<file path="src/rtl/lifo_stack.sv">
// Single-clock LIFO stack with a registered pop port; pop data appears one cycle after rd_en is sampled.
// Full/empty come from the registered count; pushes when full and pops when empty are silently dropped.
module lifo_stack #(
    parameter int DEPTH      = 12,
    parameter int DATA_WIDTH = 8
) (
    input  logic                  clk,
    input  logic                  rst,
    input  logic [DATA_WIDTH-1:0] data_wr,
    input  logic                  wr_en,
    output logic                  lifo_full,
    output logic [DATA_WIDTH-1:0] data_rd,
    input  logic                  rd_en,
    output logic                  lifo_empty
);

    localparam int PTR_W = $clog2(DEPTH + 1);

    logic [DATA_WIDTH-1:0] mem [DEPTH];
    logic [PTR_W-1:0]      cnt;
    logic                  do_push;
    logic                  do_pop;
    logic                  do_bypass;

    assign lifo_full  = (cnt == PTR_W'(DEPTH));
    assign lifo_empty = (cnt == '0);

    assign do_bypass = wr_en && rd_en;
    assign do_push   = wr_en && !rd_en && !lifo_full;
    assign do_pop    = rd_en && !wr_en && !lifo_empty;

    // Storage carries no reset; only cnt decides which entries are valid.
    always_ff @(posedge clk) begin
        if (do_push) begin
            mem[cnt] <= data_wr;
        end
    end

    always_ff @(posedge clk or negedge rst) begin
        if (!rst) begin
            cnt     <= '0;
            data_rd <= '0;
        end else if (do_bypass) begin
            data_rd <= data_wr;
        end else if (do_push) begin
            cnt <= cnt + 1'b1;
        end else if (do_pop) begin
            data_rd <= mem[cnt - 1'b1];
            cnt     <= cnt - 1'b1;
        end
    end

endmodule

</file>
<file path="config.mk">
export PLATFORM = sky130hd
export DESIGN_NAME = lifo_stack
export DESIGN_NICKNAME = d
export VERILOG_FILES = /design/src/rtl/lifo_stack.sv
export SDC_FILE = /design/constraint.sdc
export NUM_CORES = 1
export LEC_CHECK = 0
export BUFFER_PORTS_ARGS = -buffer_cell sky130_fd_sc_hd__buf_2
export CAP_MARGIN = 10
export CORE_MARGIN = 2
export CORE_UTILIZATION = 54
export DETAILED_ROUTE_END_ITERATION = 8
export GPL_TIMING_DRIVEN = 0
export PLACE_DENSITY = 0.73
export SKIP_CTS_REPAIR_TIMING = 1
export SLEW_MARGIN = 20
export SYNTH_ARGS = -nofsm -noshare
export SYNTH_HDL_FRONTEND = slang
export SYNTH_SLANG_ARGS = --single-unit
</file>
<file path="constraint.sdc">
create_clock -name clk -period 2.5 [get_ports clk]
set_input_delay 0.375 -clock clk [delete_from_list [all_inputs] [get_ports clk]]
set_output_delay 0.375 -clock clk [all_outputs]
set_load 0.05 [all_outputs]
</file>
==> impl_metrics.py <==
metrics = {
    "layout": {
        "final_common_cell": "edfxtp_1",
        "fin_util_pct": 63.3,
        "area_growth_pct": 12.9,
        "diodes": 0,
        "finalNetCount": 287,
        "mostFrequentLayoutCells": "96 x edfxtp_1, 23 x buf_2, 22 x mux4_2, 14 x a21oi_1",
        "drive_gt1_share_pct": 29.8,
        "finalNonFillerCells": 377,
    },
    "setup_path": {
        "worstSetupPathType": "register to register",
        "worst_setup_path_end_kind": "register",
        "critPathSlowestCell": "dfrtp_1",
        "critPathMaxStageDelay_ns": 0.41,
        "endpoint": "data_rd[6]",
        "crit_family": "buffers and inverters",
        "crit_buf_inv": 5,
        "worst_setup_path_start_kind": "register",
        "path_max_fanout": 10,
        "critPathLaunch": "cnt[0]",
        "required_ns": 2.74,
        "arrival_ns": 2.65,
        "ff2ff_setup_slack_ns": 0.09,
        "r2r.worst_path.cells": 11,
        "timing.rr.start": "cnt[0]",
        "cp_cell_sequence": "buf_12 -> buf_12 -> inv_1 -> ha_1 -> buf_6 -> buf_8 -> mux4_2 -> mux2i_1 -> nor2_1 -> a21oi_1 -> a21oi_1",
        "rr_endpoint": "data_rd[6]",
        "worstSetupPathDepth": 11,
    },
    "die": {
        "die_y_um": 94.1,
        "die_x_um": 94.1,
        "io-pin-count": 22,
        "fp.dieArea_um2": 8850,
        "core-area_um2": 7810,
        "initial_utilization_pct": 56.1,
        "rows": 32,
    },
    "drt": {
        "totalWireLength_um": 8520,
        "via_per_inst": 5.88,
        "ant_nets": 0,
        "routedWlPerCell_um": 22.6,
        "drc": 0,
        "drtPass1Iterations": 4,
        "vias": 2215,
        "drtIter0Drc": 243,
    },
    "timing": {
        "setup-violations-final": 0,
        "hold_slack_ns": 0.362,
        "max_slew_margin_pct": 53.2,
        "slew_viol_final": 0,
        "clock_skew_ns": 0.0185,
        "hold_violations": 0,
        "fmax_ghz": 0.415,
        "period_needed_ns": 2.41,
        "worst_slew_pin_slew_ns": 0.701,
        "fin_crit_sh_pct": 96.4,
    },
    "global_route": {
        "top_usage_layer": "met2",
        "grt_use_total_pct": 20.8,
        "grt_max_degree": 20,
        "use_met3_pct": 2.41,
        "antenna_found_initial": 0,
        "grt_pass1_vias": 2224,
        "grt_pass1_wl_um": 12700,
        "grtUsageMet1_pct": 30.2,
        "gr-usage-met2_pct": 31.8,
        "overflow": 0,
    },
    "logic_synthesis": {
        "syn-num-nets": 248,
        "ys_seq_area_share_pct": 72.7,
        "synth_area_um2": 4380,
        "synthCells": 231,
        "avgSynthCellArea_um2": 19.0,
        "yosys_warnings": 0,
        "ys_ff_latch": 108,
        "synth_cell_types": 31,
    },
    "placed_design": {
        "dp_cells": 354,
        "gp_congestion": 0.857,
        "dpl.hpwl_um": 5430,
        "port_buffers": 21,
    },
    "clock_network": {
        "clk_pin_slew_worst_paths_ns": 0.12,
        "cts_made_buffers": 9,
        "cts-root-buf": "clkbuf_8",
        "cts_htree_levels": 3,
        "cts_tree": "yes",
        "cts.sinks": 108,
        "cts_buffer_depth": 2,
        "clk_latency_ns": 0.37,
    },
    "power_and_ir_drop": {
        "vdd_drop_max_mv": 0.696,
        "power.density_nw_per_um2": 1210,
        "finalPower_mw": 5.99,
        "leakagePower_nw": 1.70,
    },
    "hold_path": {
        "hold_path.class": "primary input to register",
    },
    "run": {
        "maxCapViolations": 0,
    },
    "status": {
        "outcome": "completed",
    },
}
## synthesized netlist by cell type, drive strengths merged
master,instances,share of area (%)
a21boi,1,0.17
a21oi,14,1.6
a221oi,1,0.34
a22oi,1,0.17
a31oi,1,0.14
and2,12,1.7
and3,1,0.17
buf,7,1.2
clkbuf,3,0.26
dfrtp,12,6.9
edfxtp,96,66
ha,5,1.4
inv,4,0.34
mux2,1,0.26
mux2i,9,2.1
mux4,23,12
nand2,3,0.26
nand2b,1,0.14
nand3,1,0.11
nor2,11,0.94
nor3,2,0.23
nor3b,4,0.69
o21ai,4,0.46
o22ai,8,1.1
or2,1,0.14
xnor2,2,0.40
xor2,3,1.0
## per-stage QoR
stage          setup slack (ns)  setup TNS, ns  cell area (µm²)
5_1_grt                -0.00162       -0.00162             4940
3_5_place_dp             -0.612          -6.40             4630
2_1_floorplan             0.115              0             4390
6_report                 0.0890              0             4940
4_1_cts                  -0.649          -7.22             4830
3_3_place_gp             -0.561          -6.20             4630
## how the worst min path moves through the flow
| stage | endpoint | start | slack [ns] | cells after the start |
|---|---|---|---|---|
| 2_1_floorplan | cnt[0] | rst | 0.08 | 0 |
| 3_3_place_gp | cnt[3] | rst | 0.27 | 1 |
| 3_5_place_dp | cnt[3] | rst | 0.27 | 1 |
| 4_1_cts | cnt[3] | rst | -0.14 | 1 |
| 5_1_grt | mem[10][2] | data_wr[2] | 0.35 | 1 |
| 6_report | mem[11][3] | data_wr[3] | 0.36 | 1 |
## sequential cells by signal, indices dropped and copies added, names as in the netlist
signal	count
data_rd	8
mem	96
cnt	4
## report_power, final
| group | internal (mW) | total [mW] | switching, mW | leakage, nW |
|---|---|---|---|---|
| clock network | 0.478 | 1.08 | 0.602 | 0.101 |
| registers | 2.14 | 2.22 | 0.0784 | 1.00 |
| logic | 1.19 | 2.68 | 1.49 | 0.600 |
## cell type report
type / count / area [µm²]
timing repair buffer: 28 / 173
tap: 102 / 128
multi-input combinational: 109 / 1130
buffer: 10 / 109
sequential: 108 / 3180
clock inverter: 7 / 81.3
fill: 540 / 2860
clock buffer: 9 / 124
inverter: 4 / 15.0
## worst reg2reg max path, stage by stage (launching register included)
cell	delay, ns
dfrtp_1	0.41
buf_12	0.13
buf_12	0.14
inv_1	0.09
ha_1	0.31
buf_6	0.17
buf_8	0.17
mux4_2	0.32
mux2i_1	0.19
nor2_1	0.09
a21oi_1	0.17
a21oi_1	0.09
## per-layer routing
metal | part of all wire (%) | vias up
met5 | 0 | -
met4 | 2.2 | 0
li1 | - | 997
met2 | 49 | 66
met1 | 45 | 1140
met3 | 4.6 | 12
## cells by family after synthesis
logic type,share of synthesized area (%)
AO/OA/AOI/OAI,4.03
adder cells (fa/ha/maj),1.43
buffers and inverters,1.83
multiplexers,14.2
XOR/XNOR,1.43
AND/OR/NAND/NOR,4.40
flip-flops,72.7
Note: power is estimated with default switching activity, not from simulation.
